[src/rtl/vga_timing_pkg.sv]
// Shared constants, totals helpers and lock FSM state type for the
// 640x480@60 VGA timing generator.
package vga_timing_pkg;

    localparam int DEF_H_ACTIVE    = 640;
    localparam int DEF_H_FP        = 16;
    localparam int DEF_H_SYNC      = 96;
    localparam int DEF_H_BP        = 48;
    localparam int DEF_V_ACTIVE    = 480;
    localparam int DEF_V_FP        = 10;
    localparam int DEF_V_SYNC      = 2;
    localparam int DEF_V_BP        = 33;
    localparam int DEF_LOCK_SETTLE = 1024;
    localparam int DEF_CW          = 10;

    typedef enum logic [1:0] {
        WAIT_LOCK,
        SETTLE,
        RUN
    } lock_state_t;

    function automatic int h_total(input int active, input int fp, input int sync, input int bp);
        return active + fp + sync + bp;
    endfunction

    function automatic int v_total(input int active, input int fp, input int sync, input int bp);
        return active + fp + sync + bp;
    endfunction

endpackage

[src/rtl/vga_timing_gen_if.sv]
// Raster output bundle: the generator drives it (master), pixel and
// framebuffer logic consume it (slave).
interface vga_timing_gen_if
    import vga_timing_pkg::*;
#(
    parameter int CW = DEF_CW
);
    logic          running;
    logic          hsync;
    logic          vsync;
    logic          de;
    logic [CW-1:0] x;
    logic [CW-1:0] y;
    logic          line_start;
    logic          frame_start;

    modport master (
        output running, hsync, vsync, de, x, y, line_start, frame_start
    );

    modport slave (
        input running, hsync, vsync, de, x, y, line_start, frame_start
    );
endinterface

[src/rtl/vga_timing_gen_lock_qualifier.sv]
// Synchronises the raw PLL lock and enables the raster only after lock has
// been continuously present for LOCK_SETTLE synchronised cycles.
module lock_qualifier
    import vga_timing_pkg::*;
#(
    parameter int LOCK_SETTLE = DEF_LOCK_SETTLE
) (
    input  logic clk,
    input  logic nrst,
    input  logic pll_locked_i,
    output logic running_o,
    output logic run_en_o
);
    localparam int              SW          = $clog2(LOCK_SETTLE + 1);
    localparam logic [SW-1:0]   SETTLE_LAST = SW'(LOCK_SETTLE - 1);

    logic          sync_q;
    logic          lk_q;
    lock_state_t   state_q;
    logic [SW-1:0] cnt_q;
    logic          running_q;

    always_ff @(posedge clk or negedge nrst) begin
        if (!nrst) begin
            sync_q <= 1'b0;
            lk_q   <= 1'b0;
        end else begin
            sync_q <= pll_locked_i;
            lk_q   <= sync_q;
        end
    end

    // RUN is entered on the edge where the settle count reaches LOCK_SETTLE,
    // so the raster enables LOCK_SETTLE cycles after lk first reads high.
    always_ff @(posedge clk or negedge nrst) begin
        if (!nrst) begin
            state_q   <= WAIT_LOCK;
            cnt_q     <= '0;
            running_q <= 1'b0;
        end else begin
            case (state_q)
                WAIT_LOCK: begin
                    if (lk_q) begin
                        cnt_q <= SW'(1);
                        if (LOCK_SETTLE == 1) begin
                            state_q   <= RUN;
                            running_q <= 1'b1;
                        end else begin
                            state_q <= SETTLE;
                        end
                    end
                end
                SETTLE: begin
                    if (!lk_q) begin
                        state_q <= WAIT_LOCK;
                        cnt_q   <= '0;
                    end else begin
                        cnt_q <= cnt_q + SW'(1);
                        if (cnt_q == SETTLE_LAST) begin
                            state_q   <= RUN;
                            running_q <= 1'b1;
                        end
                    end
                end
                RUN: begin
                    if (!lk_q) begin
                        state_q   <= WAIT_LOCK;
                        running_q <= 1'b0;
                        cnt_q     <= '0;
                    end
                end
                default: begin
                    state_q   <= WAIT_LOCK;
                    running_q <= 1'b0;
                    cnt_q     <= '0;
                end
            endcase
        end
    end

    assign running_o = running_q;
    // Gating with lk lets a lock loss stop the raster on the same edge the FSM leaves RUN.
    assign run_en_o  = running_q & lk_q;

endmodule

[src/rtl/vga_timing_gen.sv]
// VGA raster generator: lock-qualified enable drives the pixel/line counters,
// whose decode is registered one cycle behind onto the output interface.
module vga_timing_gen
    import vga_timing_pkg::*;
#(
    parameter int H_ACTIVE        = DEF_H_ACTIVE,
    parameter int H_FP            = DEF_H_FP,
    parameter int H_SYNC          = DEF_H_SYNC,
    parameter int H_BP            = DEF_H_BP,
    parameter int V_ACTIVE        = DEF_V_ACTIVE,
    parameter int V_FP            = DEF_V_FP,
    parameter int V_SYNC          = DEF_V_SYNC,
    parameter int V_BP            = DEF_V_BP,
    parameter int SYNC_ACTIVE_LOW = 1,
    parameter int LOCK_SETTLE     = DEF_LOCK_SETTLE,
    parameter int CW              = DEF_CW
) (
    input  logic             clk,
    input  logic             nrst,
    input  logic             pll_locked,
    vga_timing_gen_if.master vga_o
);
    localparam int            H_TOTAL   = h_total(H_ACTIVE, H_FP, H_SYNC, H_BP);
    localparam int            V_TOTAL   = v_total(V_ACTIVE, V_FP, V_SYNC, V_BP);
    localparam logic [CW-1:0] H_LAST    = CW'(H_TOTAL - 1);
    localparam logic [CW-1:0] V_LAST    = CW'(V_TOTAL - 1);
    localparam logic [CW-1:0] H_VIS     = CW'(H_ACTIVE);
    localparam logic [CW-1:0] V_VIS     = CW'(V_ACTIVE);
    localparam logic [CW-1:0] HS_START  = CW'(H_ACTIVE + H_FP);
    localparam logic [CW-1:0] HS_END    = CW'(H_ACTIVE + H_FP + H_SYNC);
    localparam logic [CW-1:0] VS_START  = CW'(V_ACTIVE + V_FP);
    localparam logic [CW-1:0] VS_END    = CW'(V_ACTIVE + V_FP + V_SYNC);
    localparam logic          SYNC_IDLE = (SYNC_ACTIVE_LOW != 0);

    logic          running;
    logic          run_en;
    logic [CW-1:0] hcnt_q, hcnt_d;
    logic [CW-1:0] vcnt_q, vcnt_d;
    logic          de_q, de_d;
    logic          hsync_q, hsync_d;
    logic          vsync_q, vsync_d;
    logic [CW-1:0] x_q, x_d;
    logic [CW-1:0] y_q, y_d;
    logic          line_start_q, line_start_d;
    logic          frame_start_q, frame_start_d;
    logic          visible;
    logic          hs_act;
    logic          vs_act;

    lock_qualifier #(
        .LOCK_SETTLE (LOCK_SETTLE)
    ) u_lock_qualifier (
        .clk          (clk),
        .nrst         (nrst),
        .pll_locked_i (pll_locked),
        .running_o    (running),
        .run_en_o     (run_en)
    );

    // Counters collapse to the origin whenever the raster is not enabled.
    always_comb begin
        hcnt_d = '0;
        vcnt_d = '0;
        if (run_en) begin
            if (hcnt_q == H_LAST) begin
                hcnt_d = '0;
                vcnt_d = (vcnt_q == V_LAST) ? '0 : vcnt_q + CW'(1);
            end else begin
                hcnt_d = hcnt_q + CW'(1);
                vcnt_d = vcnt_q;
            end
        end
    end

    always_comb begin
        visible       = run_en && (hcnt_q < H_VIS) && (vcnt_q < V_VIS);
        hs_act        = run_en && (hcnt_q >= HS_START) && (hcnt_q < HS_END);
        vs_act        = run_en && (vcnt_q >= VS_START) && (vcnt_q < VS_END);
        de_d          = visible;
        x_d           = visible ? hcnt_q : '0;
        y_d           = visible ? vcnt_q : '0;
        hsync_d       = hs_act ? ~SYNC_IDLE : SYNC_IDLE;
        vsync_d       = vs_act ? ~SYNC_IDLE : SYNC_IDLE;
        line_start_d  = visible && (hcnt_q == '0);
        frame_start_d = visible && (hcnt_q == '0) && (vcnt_q == '0);
    end

    always_ff @(posedge clk or negedge nrst) begin
        if (!nrst) begin
            hcnt_q        <= '0;
            vcnt_q        <= '0;
            de_q          <= 1'b0;
            hsync_q       <= SYNC_IDLE;
            vsync_q       <= SYNC_IDLE;
            x_q           <= '0;
            y_q           <= '0;
            line_start_q  <= 1'b0;
            frame_start_q <= 1'b0;
        end else begin
            hcnt_q        <= hcnt_d;
            vcnt_q        <= vcnt_d;
            de_q          <= de_d;
            hsync_q       <= hsync_d;
            vsync_q       <= vsync_d;
            x_q           <= x_d;
            y_q           <= y_d;
            line_start_q  <= line_start_d;
            frame_start_q <= frame_start_d;
        end
    end

    assign vga_o.running     = running;
    assign vga_o.hsync       = hsync_q;
    assign vga_o.vsync       = vsync_q;
    assign vga_o.de          = de_q;
    assign vga_o.x           = x_q;
    assign vga_o.y           = y_q;
    assign vga_o.line_start  = line_start_q;
    assign vga_o.frame_start = frame_start_q;

endmodule
[src/flat_wrapper.sv]
// flat-port wrapper written by rule: the top's interface ports become plain ports
module vga_timing_gen_flat import vga_timing_pkg::*;
#(
    parameter int H_ACTIVE        = DEF_H_ACTIVE,
    parameter int H_FP            = DEF_H_FP,
    parameter int H_SYNC          = DEF_H_SYNC,
    parameter int H_BP            = DEF_H_BP,
    parameter int V_ACTIVE        = DEF_V_ACTIVE,
    parameter int V_FP            = DEF_V_FP,
    parameter int V_SYNC          = DEF_V_SYNC,
    parameter int V_BP            = DEF_V_BP,
    parameter int SYNC_ACTIVE_LOW = 1,
    parameter int LOCK_SETTLE     = DEF_LOCK_SETTLE,
    parameter int CW              = DEF_CW
)
  (clk, nrst, pll_locked, vga_o_running, vga_o_hsync, vga_o_vsync, vga_o_de, vga_o_x, vga_o_y, vga_o_line_start, vga_o_frame_start);
  vga_timing_gen_if #(.CW(CW)) vga_o_i ();
  input  logic clk;
  input  logic nrst;
  input  logic pll_locked;
  output wire logic [$bits(vga_o_i.running)-1:0] vga_o_running;
  output wire logic [$bits(vga_o_i.hsync)-1:0] vga_o_hsync;
  output wire logic [$bits(vga_o_i.vsync)-1:0] vga_o_vsync;
  output wire logic [$bits(vga_o_i.de)-1:0] vga_o_de;
  output wire logic [$bits(vga_o_i.x)-1:0] vga_o_x;
  output wire logic [$bits(vga_o_i.y)-1:0] vga_o_y;
  output wire logic [$bits(vga_o_i.line_start)-1:0] vga_o_line_start;
  output wire logic [$bits(vga_o_i.frame_start)-1:0] vga_o_frame_start;
  assign vga_o_running = vga_o_i.running;
  assign vga_o_hsync = vga_o_i.hsync;
  assign vga_o_vsync = vga_o_i.vsync;
  assign vga_o_de = vga_o_i.de;
  assign vga_o_x = vga_o_i.x;
  assign vga_o_y = vga_o_i.y;
  assign vga_o_line_start = vga_o_i.line_start;
  assign vga_o_frame_start = vga_o_i.frame_start;
  vga_timing_gen #(.H_ACTIVE(H_ACTIVE), .H_FP(H_FP), .H_SYNC(H_SYNC), .H_BP(H_BP), .V_ACTIVE(V_ACTIVE), .V_FP(V_FP), .V_SYNC(V_SYNC), .V_BP(V_BP), .SYNC_ACTIVE_LOW(SYNC_ACTIVE_LOW), .LOCK_SETTLE(LOCK_SETTLE), .CW(CW)) u_core (.clk(clk), .nrst(nrst), .pll_locked(pll_locked), .vga_o(vga_o_i));
endmodule
[config.mk]
export PLATFORM = sky130hd
export DESIGN_NAME = vga_timing_gen_flat
export DESIGN_NICKNAME = d
export VERILOG_FILES = /design/src/rtl/vga_timing_pkg.sv /design/src/rtl/vga_timing_gen_if.sv /design/src/rtl/vga_timing_gen_lock_qualifier.sv /design/src/rtl/vga_timing_gen.sv /design/src/flat_wrapper.sv
export SDC_FILE = /design/constraint.sdc
export NUM_CORES = 1
export LEC_CHECK = 0
export CAP_MARGIN = 10
export CORE_ASPECT_RATIO = 0.6
export CORE_UTILIZATION = 40
export CTS_CLUSTER_SIZE = 30
export DETAILED_ROUTE_END_ITERATION = 8
export PLACE_DENSITY = 0.65
export SYNTH_ARGS = -nofsm -noshare
export SYNTH_HDL_FRONTEND = slang
export SYNTH_SLANG_ARGS = --single-unit
[constraint.sdc]
create_clock -name clk -period 2.48 [get_ports clk]
set_input_delay 0.496 -clock clk [delete_from_list [all_inputs] [get_ports clk]]
set_output_delay 0.496 -clock clk [all_outputs]
set_load 0.01 [all_outputs]
==> metrics.md, run 1 <==
| Metric | Value |
|---|---|
| Antenna cell count | `0` |
| RR Endpoint | `u_core.vcnt_q[6]$_DFFE_PN0P_` |
| Min-Delay Path Class | `primary input to async pin` |
| Cell family with the largest share of critical-path delay | `simple AND/OR/NAND/NOR gates` |
| DR DRC count | `0` |
| Initial antenna violation count | `0` |
| Cell types with the largest area share after synthesis | `dfrtp_1 54%, and2_1 4.4%, o21ai_0 3.1%` |
| Summed area of non-filler cells in the final layout | `3420 µm²` |
| Number of buffers inserted by port buffering | `28` |
| Sum of negative setup slack | `0 ns` |
| RSZ-0062 raised after global routing | `false` |
| Synth async-reset ratio | `100%` |
| Crit Reg-Reg Startpoint | `u_core.hcnt_q[0]$_DFF_PN0_` |
| Clk sinks | `61` |
| Number of ports placed on the die boundary | `29` |
| Die boundary width | `109 µm` |
| Row count | `22` |
| Synth top cells by count | `59 x dfrtp_1, 19 x and2_1, 18 x nand2_1, 18 x nor2_1, 17 x o21ai_0` |
| Initial core utilization | `43.0%` |
| Floorplan die area | `7150 µm²` |
| Dominant combinational cell family by area after synthesis | `simple AND/OR/NAND/NOR gates` |
| Slew at the pin with the worst max-slew slack | `0.691 ns` |
| Fin worst setup slack | `0.334 ns` |
| Arithmetic-cell share of the synthesized area counting full adders, half adders and majority gates | `2.30%` |
| Area of the multi-input gates | `1120 µm²` |
| Placed cell areas | `3100 µm²` |
| Mean number of vias per cell | `5.34` |
| Relative slew slack | `53.9%` |
| Critical Path Fanout Max | `18` |
| Worst reg-to-reg setup slack | `0.33 ns` |
| Ratio of cells with drive above 1 in the final layout | `9.70%` |
| TritonCTS clock tree | `built` |
| Proportion of synthesized chip area in sequential cells | `56.2%` |
| Die extent in y | `65.9 µm` |
| Buf+Inv Stages, Crit Path | `0` |
| Global-route wire length before repair | `9400 µm` |
| GRT Residual Overflow | `0` |
| Cell-by-cell trace of the critical path | `ha_1 > nand3_1 > or3_1 > or4_1 > a21oi_1` |
| Pwr Density | `696 nW/µm²` |
| Smallest hold slack | `0.209 ns` |
| Count of cell types in the netlist | `42` |
| Number of nets in the layout | `302` |
| Post-Syn Nets | `268` |
| Clock Skews | `0.00648 ns` |
| # setup viols final | `0` |
| VDD IR-drop max | `0.000299 V` |
| Routed WL | `5430 µm` |
| Synthesized-area fraction occupied by ao, oa, aoi and oai cells | `10.4%` |
| Core footprint | `6330 µm²` |
| Number of buffers added to fix hold violations after cts | `0` |
| Fraction of the mapped netlist area in simple logic gates | `24.3%` |
| Router iterations before antenna repair | `4` |
| Max-slew violation count | `0` |
| Setup crit end kind | `register` |
| Top-area cell type share of the netlist area | `54.2%` |
| Outcome | `finished clean` |
| Cell Area, Synth | `2720 µm²` |
| Wire length per cell after detailed routing | `14.2 µm` |
| Most numerous cell in the Yosys netlist | `dfrtp_1` |
| Flop and latch count out of synthesis | `61` |
| Resized cells post-CTS | `0` |
| Cell count after synthesis | `260` |
| Yosys top cell by area | `dfrtp_1` |
| DP Wirelength | `3700 µm` |
| Inst Count DP | `367` |
| Xor and xnor fraction of the mapped netlist area | `3.22%` |
| Synthesis warning total | `0` |
| Crit path max-delay cell type | `or3_1` |
| Leak pwr | `1.46 nW` |
| Routability-driven placement congestion ratio | `0.803` |
| Sequential Area | `1530 µm²` |
| Multiplexer share of the synthesized area | `0.368%` |
| First-iteration detailed-routing DRC count | `129` |
| Number of filler instances in the final layout | `566` |
| Setup Crit Path Kind | `register to register` |
| Maximum number of pins on one net before global-route repair | `32` |
| Number of routed nets with antenna violations | `0` |
| Fmax | `466 MHz` |
| CTS root buffer | `clkbuf_16` |
| Clock insertion delay at the later pin of the skew report | `0.33 ns` |
| Number of synthesized flops with an enable pin | `0` |
| Number of hold violations in the final report | `0` |
| Synth-to-Final Area Change | `25.5%` |
| Type of origin of the critical path | `register` |
| Vias | `2,046` |
| Number of buffers on the longest clock path | `2` |
| Count of maximum capacitance violations | `0` |
| Biggest cell delay along the critical path | `0.60 ns` |
| Leading register cell type out of synthesis | `dfrtp_1` |
| Number of non-filler instances in the completed layout | `383` |
| Post-CTS setup buffers | `0` |
| CTS clock-pin slew for the worst setup and hold paths | `0.05 ns` |
| Worst Reg-to-Reg Cells | `5` |
| Mapped Avg Cell Area | `10.5 µm²` |
| Final worst path period share | `86.5%` |
| Via count of the first global-routing pass | `1,901` |
| H-Tree Level Count | `3` |
| Min Clock Period, post-route | `2.15 ns` |
| GRT Util Overall | `18.0%` |
| Critical path data arrival time | `2.41 ns` |
| Req. time, crit path | `2.74 ns` |
| Pre-CTS worst setup slack | `0.335 ns` |
| Clock buffers created by TritonCTS | `9` |
report_power, final:
group,switching [mW],internal (mW),total [mW]
Clock,0.439,0.872,1.31
Sequential,0.0107,1.00,1.02
Combinational,0.0350,0.0151,0.0501
Total,0.485,1.89,2.38
placed cells by master (no fill, tap or decap), types with 2 or more instances in the layout:
| cell | n |
|---|---|
| inv_1 | 8 |
| and3_1 | 9 |
| or3b_2 | 2 |
| a22o_1 | 2 |
| or3_1 | 3 |
| nand3b_1 | 2 |
| buf_4 | 6 |
| nand3_1 | 10 |
| nor2_1 | 18 |
| xnor2_1 | 6 |
| clkbuf_16 | 9 |
| a21oi_1 | 10 |
| nor4_1 | 4 |
| nand2_1 | 18 |
| bufinv_16 | 2 |
| a21o_1 | 2 |
| o31ai_1 | 5 |
| dfstp_2 | 2 |
| and4_1 | 2 |
| o41ai_1 | 3 |
| nor2b_1 | 2 |
| nor3_1 | 8 |
| dfrtp_1 | 59 |
| clkinvlp_4 | 2 |
| xor2_1 | 4 |
| nor4b_1 | 3 |
| or4_1 | 6 |
| nand4_1 | 3 |
| a31oi_1 | 6 |
| clkdlybuf4s50_1 | 27 |
| ha_1 | 5 |
| clkinv_2 | 3 |
| nand2b_1 | 2 |
| o21ai_0 | 17 |
| and2_1 | 19 |
how the worst max path moves through the flow:
stage / from / end / depth (start not counted) / slack [ns]
detailed placement: u_core.hcnt_q[0]$_DFF_PN0_ / u_core.vcnt_q[6]$_DFFE_PN0P_ / 5 / 0.33
global placement: u_core.hcnt_q[0]$_DFF_PN0_ / u_core.vcnt_q[8]$_DFFE_PN0P_ / 5 / 0.40
finish: u_core.hcnt_q[0]$_DFF_PN0_ / u_core.vcnt_q[6]$_DFFE_PN0P_ / 5 / 0.33
global route: u_core.hcnt_q[0]$_DFF_PN0_ / u_core.vcnt_q[6]$_DFFE_PN0P_ / 5 / 0.18
CTS: u_core.hcnt_q[0]$_DFF_PN0_ / u_core.vcnt_q[6]$_DFFE_PN0P_ / 5 / 0.33
floorplan: u_core.hcnt_q[0]$_DFF_PN0_ / u_core.vcnt_q[8]$_DFFE_PN0P_ / 7 / 0.61
routing by layer:
| layer | vias to the layer above | routed length, µm | GRT usage [%] |
|---|---|---|---|
| met5 | - | 0 | 0 |
| met4 | 0 | 86 | 7.09 |
| met3 | 9 | 294 | 7.09 |
| met2 | 62 | 2330 | 24.4 |
| met1 | 982 | 2720 | 25.2 |
| li1 | 993 | - | - |
final cells by class:
type,instances,share of cell area (%)
timing repair buffer,34,9.38
clock inverter,7,2.64
clock buffer,9,6.59
multi-input combinational,180,32.7
inverter,8,0.879
sequential,61,44.8
tap,84,3.08
stage by stage:
stage / utilization (%) / total power [mW]
6_report: 54.0 / 2.38
3_5_place_dp: 49.0 / 1.08
4_1_cts: 54.0 / 2.41
3_3_place_gp: 49.0 / 1.08
2_1_floorplan: - / 1.05
5_1_grt: 54.0 / 2.47
registers in the layout, summed over array words and instances, names as in the netlist:
signal	count
u_core.vga_o.de	1
u_core.vga_o.x	10
u_core.vga_o.y	10
u_core.vga_o.hsync	1
u_core.vga_o.line_start	1
u_core.u_lock_qualifier.running_o	1
u_core.vcnt_q	10
u_core.u_lock_qualifier.lk_q	1
u_core.u_lock_qualifier.state_q	2
u_core.hcnt_q	10
u_core.vga_o.vsync	1
u_core.vga_o.frame_start	1
u_core.u_lock_qualifier.cnt_q	11
u_core.u_lock_qualifier.sync_q	1
kinds of logic after synthesis:
| logic type | after synthesis |
|---|---|
| multiplexers | 1 |
| AO/OA/AOI/OAI | 47 |
| buffers and inverters | 19 |
| AND/OR/NAND/NOR | 116 |
| adder cells (fa/ha/maj) | 5 |
| flip-flops | 61 |
| XOR/XNOR | 10 |
| other | 1 |
Power figures use the tool's default switching activity.
==> run 2, diff against run 1 <==
--- a/config.mk
+++ b/config.mk
@@ -11,6 +11,7 @@
 export CTS_CLUSTER_SIZE = 30
 export DETAILED_ROUTE_END_ITERATION = 8
 export PLACE_DENSITY = 0.65
+export RECOVER_POWER = 25
 export SYNTH_ARGS = -nofsm -noshare
 export SYNTH_HDL_FRONTEND = slang
 export SYNTH_SLANG_ARGS = --single-unit
==> run 2 against run 1 <==
Critical path depth unchanged. Count of clock-buffer cells in the layout stayed put. Clock skew about the same. Register-to-register slack about the same. The run now ends with capacitance limit, slew limit left. Hold slack better by 0.14 ns. Largest power group unchanged. Critical endpoint unchanged.
==> metrics.md, run 2 (same netlist as run 1, synthesis figures left out) <==
| Metric | Value |
|---|---|
| Synth-to-Final Area Change | `25.3%` |
| End point of the critical path | `u_core.vcnt_q[6]$_DFFE_PN0P_` |
| TritonCTS clock tree | `built` |
| Antenna cell count | `0 (unchanged)` |
| Number of buffers on the longest clock path | `2 (unchanged)` |
| GRT Util Overall | `18.0% (unchanged)` |
| Min Clock Period, post-route | `2.14 ns (-0.00340 ns)` |
| Clock buffers created by TritonCTS | `9 (unchanged)` |
| Most common cell after layout, fill and taps aside | `dfrtp_1` |
| Worst Reg-to-Reg Cells | `5 (unchanged)` |
| Initial antenna violation count | `0 (unchanged)` |
| Number of hold violations in the final report | `0 (unchanged)` |
| Number of buffers added to fix hold violations after cts | `0 (unchanged)` |
| Floorplan die area | `7150 µm² (unchanged)` |
| RSZ-0062 raised after global routing | `false` |
| Ratio of cells with drive above 1 in the final layout | `9.36% (-0.33 points)` |
| Crit Reg-Reg Startpoint | `u_core.hcnt_q[0]$_DFF_PN0_` |
| Global-route wire length before repair | `9400 µm (unchanged)` |
| Routability-driven placement congestion ratio | `0.803 (unchanged)` |
| Final worst path period share | `86.4% (-0.14 points)` |
| Vias | `2,043 (-0.15%)` |
| Row count | `22 (unchanged)` |
| Number of filler instances in the final layout | `565 (-0.18%)` |
| Smallest hold slack | `0.345 ns (+0.136 ns)` |
| Outcome | `complete, but fails checks` |
| Maximum number of pins on one net before global-route repair | `32 (unchanged)` |
| GRT Residual Overflow | `0 (unchanged)` |
| Timing startpoint of the critical path | `u_core.hcnt_q[0]$_DFF_PN0_` |
| H-Tree Level Count | `3 (unchanged)` |
| Number of nets in the layout | `302 (unchanged)` |
| Router iterations before antenna repair | `4 (unchanged)` |
| Number of buffers inserted by port buffering | `28 (unchanged)` |
| Pwr Density | `696 nW/µm² (about the same)` |
| Wire length per cell after detailed routing | `14.2 µm (about the same)` |
| Critical path data arrival time | `2.40 ns (about the same)` |
| CTS clock-pin slew for the worst setup and hold paths | `0.05 ns (about the same)` |
| Resized cells post-CTS | `0 (unchanged)` |
| Routed WL | `5440 µm (about the same)` |
| Leak pwr | `1.46 nW (-0.22%)` |
| Leading cell types in the layout, fill and taps excluded | `59 x dfrtp_1, 26 x clkdlybuf4s50_1, 19 x and2_1, 18 x nand2_1, 18 x nor2_1` |
| Failing checks | `capacitance limit, slew limit` |
| Sequential Area | `1530 µm² (unchanged)` |
| Number of flip-flops under the largest register name | `11 (unchanged)` |
| Post-CTS setup buffers | `0 (unchanged)` |
| Via count of the first global-routing pass | `1,901 (unchanged)` |
| Count of maximum capacitance violations | `1 (+1)` |
| CTS root buffer | `clkbuf_16` |
| Sum of negative setup slack | `0 ns (unchanged)` |
| Max-slew violation count | `32 (+32)` |
| # setup viols final | `0 (unchanged)` |
| Setup crit end kind | `register` |
| Total power of the final layout | `2.37 mW (-0.11%)` |
| VDD IR-drop max | `0.000298 V (-0.24%)` |
| Min-Delay Path Class | `register to register` |
| Initial core utilization | `43.0% (unchanged)` |
| Summed area of non-filler cells in the final layout | `3410 µm² (-0.11%)` |
| Placed cell areas | `3100 µm² (unchanged)` |
| Number of routed nets with antenna violations | `0 (unchanged)` |
| Core footprint | `6330 µm² (unchanged)` |
| Relative slew slack | `-10.1% (-64 points)` |
| Number of ports placed on the die boundary | `29 (unchanged)` |
| Worst reg-to-reg setup slack | `0.34 ns (about the same)` |
| Clk sinks | `61 (unchanged)` |
| RR Endpoint | `u_core.vcnt_q[6]$_DFFE_PN0P_` |
| Clock Skews | `0.00647 ns (-0.0000172 ns)` |
| Die boundary width | `109 µm (unchanged)` |
| Most flop-heavy register | `u_core.u_lock_qualifier.cnt_q` |
| Type of origin of the critical path | `register` |
| Mean number of vias per cell | `5.33 (-0.15%)` |
| Critical Path Fanout Max | `18 (unchanged)` |
| Fmax | `467 MHz (+0.16%)` |
| DR DRC count | `0 (unchanged)` |
| Req. time, crit path | `2.74 ns (about the same)` |
| Slew at the pin with the worst max-slew slack | `1.65 ns (+0.960 ns)` |
| Setup Crit Path Kind | `register to register` |
| Clock insertion delay at the later pin of the skew report | `0.33 ns (about the same)` |
| Area of the multi-input gates | `1120 µm² (unchanged)` |
| First-iteration detailed-routing DRC count | `129 (unchanged)` |
| Die extent in y | `65.9 µm (unchanged)` |
| DP Wirelength | `3700 µm (unchanged)` |
[run 2: changes by cell type in the layout (fill, tap and decap cells not counted), sizes merged]
| cell | before | now |
|---|---|---|
| dlygate4sd3 | 0 | 1 |
| clkbuf | 9 | 11 |
| clkdlybuf4s50 | 27 | 26 |
| buf | 7 | 5 |
[run 2: cell type report]
cell class	count	area share, %
clock buffer	9	6.60
clock inverter	7	2.64
inverter	8	0.880
multi-input combinational	180	32.7
sequential	61	44.8
tap	84	3.08
timing repair buffer	34	9.28
[run 2: power by group]
part	total (mW)	switching (mW)	internal, mW
Clock	1.31	0.438	0.872
Sequential	1.02	0.0107	1.00
Combinational	0.0490	0.0349	0.0141
Total	2.37	0.483	1.89
[run 2: routing by layer]
| metal | wire length [µm] | global-route usage [%] | up-vias |
|---|---|---|---|
| met5 | 0 | 0 | - |
| li1 | - | - | 992 |
| met2 | 2360 | 24.4 | 65 |
| met4 | 59 | 7.09 | 0 |
| met1 | 2720 | 25.2 | 979 |
| met3 | 302 | 7.09 | 7 |
[run 2: through the flow]
step                      std cells  worst slack, ns  util, %
final                           383            0.338     53.9
after global routing            383            0.177     53.9
after CTS                       383            0.331     54.0
after detailed placement        367            0.335     49.0
after global placement          367            0.404     49.0
after floorplan                 260            0.606        -
[run 2: how the worst min path moves through the flow]
stage,from,endpoint,cells past startpoint
floorplan,nrst,u_core.hcnt_q[0]$_DFF_PN0_,0
global placement,u_core.u_lock_qualifier.sync_q$_DFF_PN0_,u_core.u_lock_qualifier.lk_q$_DFF_PN0_,0
detailed placement,u_core.u_lock_qualifier.sync_q$_DFF_PN0_,u_core.u_lock_qualifier.lk_q$_DFF_PN0_,0
CTS,nrst,u_core.hcnt_q[4]$_DFF_PN0_,1
global route,u_core.u_lock_qualifier.sync_q$_DFF_PN0_,u_core.u_lock_qualifier.lk_q$_DFF_PN0_,0
finish,u_core.u_lock_qualifier.sync_q$_DFF_PN0_,u_core.u_lock_qualifier.lk_q$_DFF_PN0_,0
[run 2: worst max-delay path: stages, from the launching register on]
cell,delay (ns)
dfrtp_1,0.41
ha_1,0.22
nand3_1,0.11
or3_1,0.60
or4_1,0.58
a21oi_1,0.15
==> run 3, diff against run 2 <==
--- a/config.mk
+++ b/config.mk
@@ -10,6 +10,7 @@
 export CORE_UTILIZATION = 40
 export CTS_CLUSTER_SIZE = 30
 export DETAILED_ROUTE_END_ITERATION = 8
+export GPL_TIMING_DRIVEN = 0
 export PLACE_DENSITY = 0.65
 export RECOVER_POWER = 25
 export SYNTH_ARGS = -nofsm -noshare
==> run 3 against run 2 <==
Cell count grew 1.6%. Register-to-register slack lost 0.08 ns. Critical path type unchanged. First-iteration DRC count shrank 11%. Global-route usage shrank 0.21 points. Wire length grew 0.29%. Worst setup slack lost 0.085 ns. Core utilization shrank 0.14 points. Count of clock-buffer cells in the layout grew 4. Cell area shrank 0.26%. Fmax shrank 3.8%. The flow still finishes with violations (capacitance limit, slew limit). Sequential power is essentially flat.
==> metrics.md, run 3 (same netlist as run 1, synthesis figures left out) <==
| Metric | Value |
|---|---|
| Setup crit end kind | `register` |
| VDD IR-drop max | `0.000332 V (+11%)` |
| Final worst path period share | `89.8% (+3.4 points)` |
| Number of buffers added to fix hold violations after cts | `0 (unchanged)` |
| Hold Crit Depth | `0 (unchanged)` |
| H-Tree Level Count | `3 (unchanged)` |
| First-iteration detailed-routing DRC count | `115 (-11%)` |
| Floorplan die area | `7150 µm² (unchanged)` |
| Number of ports placed on the die boundary | `29 (unchanged)` |
| Wire length per cell after detailed routing | `14.0 µm (-1.3%)` |
| Maximum number of pins on one net before global-route repair | `38 (+19%)` |
| Origin of the worst min-delay path | `u_core.u_lock_qualifier.sync_q$_DFF_PN0_` |
| DR DRC count | `0 (unchanged)` |
| Type of origin of the critical path | `register` |
| CTS clock-pin slew for the worst setup and hold paths | `0.05 ns (about the same)` |
| # setup viols final | `0 (unchanged)` |
| Number of non-filler instances in the completed layout | `389 (+1.6%)` |
| Resized cells post-CTS | `0 (unchanged)` |
| Number of nets in the layout | `308 (+2.0%)` |
| Number of hold violations in the final report | `0 (unchanged)` |
| Fmax | `449 MHz (-3.8%)` |
| Core footprint | `6330 µm² (unchanged)` |
| Clock Skews | `0.00449 ns (-0.00197 ns)` |
| Ratio of cells with drive above 1 in the final layout | `8.20% (-1.2 points)` |
| Outcome | `complete, but fails checks` |
| Relative slew slack | `-35.8% (-26 points)` |
| Crit Reg-Reg Startpoint | `u_core.hcnt_q[0]$_DFF_PN0_` |
| Clk sinks | `61 (unchanged)` |
| Number of buffers inserted by port buffering | `28 (unchanged)` |
| Mean number of vias per cell | `5.29 (-0.77%)` |
| Number of buffers on the longest clock path | `2 (unchanged)` |
| Synth-to-Final Area Change | `25.0%` |
| Smallest hold slack | `0.359 ns (+0.0133 ns)` |
| Critical path data arrival time | `2.44 ns (+0.04 ns)` |
| Routability-driven placement congestion ratio | `0.819 (+2.0%)` |
| Inst Count DP | `373 (+1.6%)` |
| Most flop-heavy register | `u_core.u_lock_qualifier.cnt_q` |
| TritonCTS clock tree | `built` |
| Most common cell after layout, fill and taps aside | `dfrtp_1` |
| Initial antenna violation count | `0 (unchanged)` |
| Number of flip-flops under the largest register name | `11 (unchanged)` |
| Routed WL | `5460 µm (+0.29%)` |
| Leading cell types in the layout, fill and taps excluded | `59 x dfrtp_1, 26 x clkdlybuf4s50_1, 19 x and2_1, 18 x nand2_1, 18 x nor2_1` |
| Worst reg-to-reg setup slack | `0.25 ns (-0.08 ns)` |
| Global-route wire length before repair | `9230 µm (-1.8%)` |
| Leak pwr | `1.45 nW (-0.38%)` |
| Worst Reg-to-Reg Cells | `5 (unchanged)` |
| Die boundary width | `109 µm (unchanged)` |
| Sum of negative setup slack | `0 ns (unchanged)` |
| GRT Util Overall | `17.7% (-0.21 points)` |
| GRT Residual Overflow | `0 (unchanged)` |
| Max-slew violation count | `37 (+16%)` |
| Number of routed nets with antenna violations | `0 (unchanged)` |
| RSZ-0062 raised after global routing | `false` |
| Clock insertion delay at the later pin of the skew report | `0.33 ns (about the same)` |
| Setup Crit Path Kind | `register to register` |
| Total power of the final layout | `2.21 mW (-6.9%)` |
| Slew at the pin with the worst max-slew slack | `2.04 ns (+0.385 ns)` |
| Min Clock Period, post-route | `2.23 ns (+0.0849 ns)` |
| Router iterations before antenna repair | `4 (unchanged)` |
| Min-Delay Path Class | `register to register` |
| Clock buffers created by TritonCTS | `9 (unchanged)` |
| Req. time, crit path | `2.69 ns (-0.05 ns)` |
| Critical Path Fanout Max | `8 (-10)` |
| Count of maximum capacitance violations | `1 (unchanged)` |
| Initial core utilization | `43.0% (unchanged)` |
| Row count | `22 (unchanged)` |
| CTS root buffer | `clkbuf_16` |
| Post-CTS setup buffers | `0 (unchanged)` |
| RR Endpoint | `u_core.vcnt_q[9]$_DFFE_PN0P_` |
| Die extent in y | `65.9 µm (unchanged)` |
| Vias | `2,059 (+0.78%)` |
| DP Wirelength | `3830 µm (+3.4%)` |
| Via count of the first global-routing pass | `1,912 (+0.58%)` |
| Failing checks | `capacitance limit, slew limit` |
| Antenna cell count | `0 (unchanged)` |
| Pwr Density | `650 nW/µm² (-6.6%)` |
| Final Core Density | `53.8% (-0.14 points)` |
| Endpoint with the worst hold slack | `u_core.u_lock_qualifier.lk_q$_DFF_PN0_` |
-- run 3: layer usage --
layer | vias up | routed length [µm] | GRT usage, %
met5 | - | 0 | 0
met4 | 0 | 76 | 6.08
met3 | 9 | 320 | 8.28
met2 | 51 | 2310 | 24.4
met1 | 991 | 2750 | 24.3
li1 | 1008 | - | -
-- run 3: layout make-up --
cell class | count | area [µm²]
inverter | 8 | 30.0
fill | 591 | 2930
clock inverter | 3 | 21.3
sequential | 61 | 1530
multi-input combinational | 180 | 1110
buffer | 11 | 53.8
clock buffer | 13 | 260
tap | 84 | 105
timing repair buffer | 29 | 294
-- run 3: worst max path at each step --
stage / start / endpoint / cells past startpoint
CTS: u_core.hcnt_q[0]$_DFF_PN0_ / u_core.vcnt_q[9]$_DFFE_PN0P_ / 5
global route: u_core.hcnt_q[0]$_DFF_PN0_ / u_core.vcnt_q[9]$_DFFE_PN0P_ / 5
global placement: nrst / u_core.u_lock_qualifier.cnt_q[8]$_DFFE_PN0P_ / 1
detailed placement: u_core.hcnt_q[0]$_DFF_PN0_ / u_core.vcnt_q[9]$_DFFE_PN0P_ / 5
finish: u_core.hcnt_q[0]$_DFF_PN0_ / u_core.vcnt_q[9]$_DFFE_PN0P_ / 5
floorplan: u_core.hcnt_q[0]$_DFF_PN0_ / u_core.vcnt_q[8]$_DFFE_PN0P_ / 7
-- run 3: where the power goes --
group	switching [mW]	leakage, nW	internal [mW]
Combinational	0.0379	0.482	0.0169
Clock	0.413	0.136	0.729
Sequential	0.00850	0.833	1.01
Total	0.460	1.45	1.75
-- run 3: per-stage QoR --
step | worst slack, ns | cell area (µm²)
2_1_floorplan | 0.606 | 2720
3_3_place_gp | -1.01 | 3110
3_5_place_dp | 0.194 | 3120
4_1_cts | 0.214 | 3400
5_1_grt | 0.0164 | 3400
6_report | 0.253 | 3400
-- run 3: critical path: stages (launching register included) --
cell	delay, ns
dfrtp_1	0.41
ha_1	0.23
nand3_1	0.11
o311ai_1	0.91
o31ai_1	0.18
a22o_1	0.28
